**src/rtl/dcache_port_arbiter.sv**
```systemverilog
// D-cache request-port arbiter between the LSQ load path and the retired-store drain.
// Holds the winning request until accepted and returns the tag-matched load response.
module dcache_port_arbiter #(
   parameter int ADDR_W       = 29,
   parameter int DATA_W       = 64,
   parameter int TAG_W        = 3,
   parameter int STARVE_LIMIT = 4
) (
   input  logic              clock,
   input  logic              reset,
   input  logic              ld_req_valid,
   input  logic [ADDR_W-1:0] ld_req_addr,
   input  logic [1:0]        ld_req_size,
   output logic              ld_req_ready,
   input  logic              st_req_valid,
   input  logic [ADDR_W-1:0] st_req_addr,
   input  logic [1:0]        st_req_size,
   input  logic [DATA_W-1:0] st_req_data,
   output logic              st_req_ready,
   input  logic              sq_full,
   input  logic              flush,
   output logic              dc_req_valid,
   output logic              dc_req_is_st,
   output logic [ADDR_W-1:0] dc_req_addr,
   output logic [1:0]        dc_req_size,
   output logic [DATA_W-1:0] dc_req_data,
   output logic [TAG_W-1:0]  dc_req_tag,
   input  logic              dc_req_accept,
   input  logic              dc_rsp_valid,
   input  logic [TAG_W-1:0]  dc_rsp_tag,
   input  logic [DATA_W-1:0] dc_rsp_data,
   output logic              ld_rsp_valid,
   output logic [DATA_W-1:0] ld_rsp_data
);

   localparam int CNT_W = $clog2(STARVE_LIMIT + 1);
   localparam logic [CNT_W-1:0] LIMIT = CNT_W'(STARVE_LIMIT);

   typedef enum logic [2:0] {IDLE, ST_REQ, LD_REQ, LD_WAIT, DRAIN} state_t;

   state_t            state, state_nxt;
   logic [CNT_W-1:0]  starve_cnt;
   logic [TAG_W-1:0]  tag_ctr;
   logic [TAG_W-1:0]  ld_tag;
   logic [ADDR_W-1:0] ld_addr;
   logic [1:0]        ld_size;
   logic              rsp_valid_q;
   logic [DATA_W-1:0] rsp_data_q;

   logic st_win, ld_win, rsp_hit;

   // A store bypasses the load when the SQ is full, it has starved long enough, or no load competes.
   assign st_win  = st_req_valid && (sq_full || (starve_cnt >= LIMIT) || !ld_req_valid);
   assign ld_win  = ld_req_valid && !st_win;
   assign rsp_hit = dc_rsp_valid && (dc_rsp_tag == ld_tag);

   // NOTE: sequential state uses non-blocking assignments so every register samples pre-edge values.
   always_ff @(posedge clock) begin
      if (reset) begin
         state       <= IDLE;
         starve_cnt  <= '0;
         tag_ctr     <= '0;
         ld_tag      <= '0;
         ld_addr     <= '0;
         ld_size     <= '0;
         rsp_valid_q <= 1'b0;
         rsp_data_q  <= '0;
      end else begin
         state <= state_nxt;

         if (state == IDLE && st_win)
            starve_cnt <= '0;
         else if (state == IDLE && ld_win && st_req_valid && starve_cnt != LIMIT)
            starve_cnt <= starve_cnt + 1'b1;

         if (state == IDLE && ld_win) begin
            ld_addr <= ld_req_addr;
            ld_size <= ld_req_size;
            ld_tag  <= tag_ctr;
         end

         // The tag is consumed on accept even if a flush squashes the load in that same cycle.
         if (state == LD_REQ && dc_req_accept)
            tag_ctr <= tag_ctr + 1'b1;

         rsp_valid_q <= (state == LD_WAIT) && rsp_hit && !flush;
         rsp_data_q  <= ((state == LD_WAIT) && rsp_hit && !flush) ? dc_rsp_data : '0;
      end
   end

   always_comb begin
      state_nxt = state;
      case (state)
         IDLE:    if (st_win)             state_nxt = ST_REQ;
                  else if (ld_req_valid)  state_nxt = LD_REQ;
         ST_REQ:  if (dc_req_accept)      state_nxt = IDLE;
         LD_REQ:  if (dc_req_accept)      state_nxt = flush ? DRAIN : LD_WAIT;
                  else if (flush)         state_nxt = IDLE;
         LD_WAIT: if (flush)              state_nxt = DRAIN;
                  else if (rsp_hit)       state_nxt = IDLE;
         DRAIN:   if (rsp_hit)            state_nxt = IDLE;
         default:                         state_nxt = IDLE;
      endcase
   end

   // NOTE: every output gets a default before the case so no path can infer a latch.
   always_comb begin
      ld_req_ready = 1'b0;
      st_req_ready = 1'b0;
      dc_req_valid = 1'b0;
      dc_req_is_st = 1'b0;
      dc_req_addr  = '0;
      dc_req_size  = '0;
      dc_req_data  = '0;
      dc_req_tag   = '0;
      ld_rsp_valid = 1'b0;
      ld_rsp_data  = '0;
      // Outputs are forced quiet while reset is held so a pending request disappears immediately.
      if (!reset) begin
         ld_rsp_valid = rsp_valid_q;
         ld_rsp_data  = rsp_data_q;
         case (state)
            IDLE: ld_req_ready = ld_win;
            ST_REQ: begin
               dc_req_valid = 1'b1;
               dc_req_is_st = 1'b1;
               dc_req_addr  = st_req_addr;
               dc_req_size  = st_req_size;
               dc_req_data  = st_req_data;
               st_req_ready = dc_req_accept;
            end
            LD_REQ: begin
               dc_req_valid = 1'b1;
               dc_req_addr  = ld_addr;
               dc_req_size  = ld_size;
               dc_req_tag   = ld_tag;
            end
            default: ;
         endcase
      end
   end

endmodule

```
**config.mk**
```make
export PLATFORM = sky130hd
export DESIGN_NAME = dcache_port_arbiter
export DESIGN_NICKNAME = d
export VERILOG_FILES = /design/src/rtl/dcache_port_arbiter.sv
export SDC_FILE = /design/constraint.sdc
export NUM_CORES = 1
export LEC_CHECK = 0
export CELL_PAD_IN_SITES_DETAIL_PLACEMENT = 1
export CELL_PAD_IN_SITES_GLOBAL_PLACEMENT = 2
export CORE_AREA = 3 3 192 147
export CTS_BUF_LIST = sky130_fd_sc_hd__clkbuf_4
export DETAILED_ROUTE_END_ITERATION = 16
export DIE_AREA = 0 0 195 150
export PLACE_DENSITY_LB_ADDON = 0.08
export SKIP_CTS_REPAIR_TIMING = 1
export SYNTH_ARGS = -nofsm -noshare
export SYNTH_HDL_FRONTEND = slang
export SYNTH_SLANG_ARGS = --single-unit
```
**constraint.sdc**
```tcl
create_clock -name clock -period 2.3 [get_ports clock]
set_input_delay 0.575 -clock clock [delete_from_list [all_inputs] [get_ports clock]]
set_output_delay 0.575 -clock clock [all_outputs]
set_load 0.005 [all_outputs]
```
# After elaboration in Yosys (flattened, before gate mapping)
# Index checks and enable logic that the tools add are counted.
totals:
  regBits: 108
  inputBits: 201
  output_inout_bits: 167
  elab_cells: 68
op_classes:
  add_sub_neg: 2
  magnitude_cmp: 1
  eq_ne: 9
  muxes: 27
  bitwise: 1
  n_reduce_logical: 20
ops:
  columns: ["cell", "count"]
  rows:
  - ["$mux W64", 3]
  - ["$pmux W29 S2", 1]
  - ["$mux W3", 10]
  - ["$mux W29", 1]
  - ["$pmux W3 S5", 1]
  - ["$logic_and A1 B1 Y1", 10]
  - ["$mux W1", 9]
  - ["$ne A3 B3 Y1 const B", 3]
  - ["$add A3 B1 Y3 const B", 2]
  - ["$eq A3 B2 Y1 const B", 2]
  - ["$reduce_or A2 Y1", 3]
  - ["$pmux W2 S2", 1]
  - ["$eq A3 B1 Y1 const B", 1]
  - ["$eq A3 B3 Y1", 1]
  - ["$eq A3 B3 Y1 const B", 1]
  - ["$ge A3 B3 Y1 const B", 1]
  - ["$logic_not A1 Y1", 3]
  - ["$logic_not A3 Y1", 1]
  - ["$reduce_and A3 Y1", 1]
  - ["$logic_or A1 B1 Y1", 2]
  - ["$mux W2", 1]
  - ["$ne A2 B2 Y1 const B", 1]
  - ["$not A1 Y1", 1]

# Logic depth before layout (Yosys ltp)
depth:
  depth_word: 9
  mapped_depth: 6
  depth_no_buf: 4

# Worst setup path after synthesis
# No wires, ideal clock.
synth_path:
  kind: "input port to output port"
  from: "input port reset"
  to: "output port dc_req_addr[10]"
  t_arrival_ps: 1453
  slack_ps: 272
  cell_stages: 5
  path_buffers: 2
  path_cell_list: "nand2b_1 -> nor3_4 -> buf_4 -> buf_4 -> a22o_1"
synth_via:
  elab_chain_cells: 1
synth_rtl:
  columns: ["item", "line", "rtl"]
  rows:
  - ["from (decl)", "10", "input logic reset,"]
  - ["$mux W29", "119", "if (!reset) begin"]
  - ["to (decl)", "24", "output logic [ADDR_W-1:0] dc_req_addr,"]
# Every way passes these cells.

# Worst setup path after layout
layout_path:
  from: "register state[0]"
  to: "output port dc_req_data[28]"
layout_via:
  elab_chain_cells: 3
layout_rtl:
  columns: ["item", "line", "rtl"]
  rows:
  - ["from (decl)", "41", "state_t state, state_nxt;"]
  - ["from (signal assigned)", "69", "state <= state_nxt;"]
  - ["$eq A3 B1 Y1", "122", "case (state)"]
  - ["$mux W64", "122", null]
  - ["$mux W64", "119", null]
  - ["to (decl)", "26", "output logic [DATA_W-1:0] dc_req_data,"]
# Every way passes these cells.

==> run metrics <==
P per Cell Area=about 420 nW/um2; reg2reg setup slack=around 410 ps; first-pass GRT wire length=29.61 mm; fin cells=about 1.3k; site row count=52; Synth area leaders=dfxtp_1 (45%), and2_1 (17%), nor2b_1 (8.8%); Largest stage delay, worst path=520 ps; CP arrival=2190 ps; global route hottest layer=met2; Final #Nets=about 1.1k; die area=about 29,000 um2; failing checks=negative setup slack; Pleak=0.004701 uW; I/O Buffers=around 370; biggest area consumer among synthesized cells=dfxtp_1; f_max=roughly 360 MHz; total track usage=a little over an eighth; register area share after synthesis=a little under half; DP HPWL=15.79 mm; CTS tree=yes; Worst Skew=19.38 ps; I/O Pins=368; WP buf/inv=3; final setup TNS=-21,210 ps; die extent in y=~150 um; CP required=~1700 ps; Synth Register Bits=~110; layout cells sized above 1=approximately 18%; vias in the first global route=4,815; crit path from=state[0]; WL final=roughly 23 mm; htree depth=3; floorplan core area=approximately 27,000 um2; Tcrit/Tclk final=120.4%; clk sinks=108; Worst-Margin Slew=between 600 and 700 ps; Slew Viols, Final=0; post-layout minimum cycle time=approximately 2800 ps; CP delay by family, top=buffers and inverters; Worst setup endpoint=dc_req_data[28]; Post-route DRC=0; clk slew on worst S/H paths=between 150 and 200 ps; initial antenna violation count=1; EDFF count, synth=0; Final WS setup=-468.8 ps; min-delay worst type=flip-flop to flip-flop; TritonCTS Buffers=9; GR Layer Usage met1=~16%; Hold Fails Final Rpt=0; # setup viols final=a little over 100; Vias=4,891; largest net degree at the start of global routing=79; ys flop type=dfxtp_1; Ys Warns=0; Routed Antenna Nets=0; Worst setup EP type=output pin; Worst slew margin=around 58%; Initial Utilization=about 18%; count leader, synth=and2_1; final hold slack=between 500 and 600 ps; max_cap viols=0; DRT Pass-1 Iters=4; met3 Use GR=6.482%; status=finished, violations left; r2r worst-path depth=6; Worst Path Max Fanout=9; Placer Congestion=around 0.7; Synth async-reset ratio=0%; maximum ir drop on the vdd rail=about 0.26 mV; Clock Path Buffers=2; reg2reg end=ld_addr[26]; GRT overflow=0; die width=between 150 and 200 um; critical path depth=6; Yosys top cell area share=a little under half; clk_lat worst skew=500 ps; DR vias/cell=around 3.9; Mapped Area=4762 um2; crit-path cells=nand2b_4 -> nor3_4 -> buf_12 -> clkbuf_16 -> and2_1 -> clkdlybuf4s50_1; Ant. Diodes=0; RR Startpoint=state[2]; Post-synth top cells=and2_1 (133), dfxtp_1 (108), nor2b_1 (67), nor2_1 (44), mux2i_1 (37); area grow syn2layout=99.76%; synthesized area per cell=~9.6 um2; Yosys cell types=36; placed cells=1,194; met2 Usage GRT=roughly a fifth; syn nets=699; worst slack at placement=-488.4 ps; Avg WL per Cell=between 15 and 20 um; Post-Synthesis Cells=slightly below 500; clk root buf=clkbuf_4; WS Path Type=flip-flop to output pin; Worst setup SP type=flip-flop; post-layout util=between 30% and 40%; Starting DRT DRC Count=between 100 and 150; Critical Path Slowest Stage Cell=clkdlybuf4s50_1; RSZ-0062 raised after global routing=true
==> cell usage in the layout, fill, tap and decap left out, types with 3 or more instances in the layout <==
master,synthesis,routed
a22o_1,31,31
and2_1,133,118
and2_4,0,15
buf_12,0,4
buf_16,0,3
buf_2,5,16
buf_4,4,31
buf_6,7,24
clkbuf_16,0,8
clkbuf_2,0,25
clkbuf_4,0,10
clkdlybuf4s50_1,0,263
clkinv_4,0,4
dfxtp_1,108,105
dlymetal6s2s_1,0,49
ha_1,3,3
inv_1,5,5
mux2i_1,37,37
nor2_1,44,44
nor2b_1,67,64
nor2b_2,0,3
xnor2_1,5,5
==> worst min path at each step <==
stage                               start              to  depth (start not counted)
after floorplan             starve_cnt[2]   starve_cnt[2]                          1
after global placement         ld_addr[7]      ld_addr[7]                          2
after detailed placement       ld_addr[7]      ld_addr[7]                          2
after CTS                           reset     ld_addr[24]                          3
after global routing      dc_rsp_data[49]  rsp_data_q[49]                          2
final                         ld_addr[25]     ld_addr[25]                          2
==> sequential cells by signal, summed over array words and instances (netlist names) <==
register     cells
ld_addr         29
ld_size          2
ld_tag           3
rsp_data_q      64
rsp_valid_q      1
starve_cnt       3
state            3
tag_ctr          3
==> routing by layer <==
metal,vias up,wire length (um)
li1,2395,-
met1,2303,9912
met2,175,10840
met3,16,1958
met4,2,197
met5,-,7
==> metrics by stage <==
step / instance area, um2 / total power [uW]
6_report: 9513 / 3987
5_1_grt: 9513 / 4238
4_1_cts: 8951 / 3951
3_5_place_dp: 8827 / 2952
3_3_place_gp: 8827 / 2935
2_1_floorplan: 4762 / 2338
==> layout make-up <==
| type | instances | area [um2] |
|---|---|---|
| Fill cell | 3029 | 17160 |
| Sequential cell | 108 | 2168 |
| Tap cell | 351 | 439.2 |
| Clock buffer | 10 | 75.07 |
| Multi-Input combinational cell | 346 | 2416 |
| Timing Repair Buffer | 425 | 4347 |
| Inverter | 5 | 18.77 |
| Clock inverter | 6 | 48.80 |
==> logic make-up after synthesis <==
group / after synthesis / synth area share, %
buffers and inverters: 41 / 5.255
and+or+nand+nor: 259 / 32.42
xor gates and xnor gates: 6 / 1.104
DFF: 108 / 45.40
AOI/OAI and AO/OA: 41 / 7.252
adders and majority gates: 3 / 0.7883
muxes: 37 / 7.777
==> power breakdown <==
| part | internal, uW | switching [uW] |
|---|---|---|
| Clock | 245 | 687 |
| Combinational | 698 | 387 |
| Sequential | 1930 | 41.7 |
==> worst register-to-register path, delay by kind of cell (launching register included) <==
kind | cells | cell delay (ps)
flip-flops | 1 | 400
multiplexers | 1 | 280
buffers and inverters | 2 | 650
AO/OA/AOI/OAI | 1 | 210
AND/OR/NAND/NOR | 2 | 250
Power figures use the tool's default switching activity.
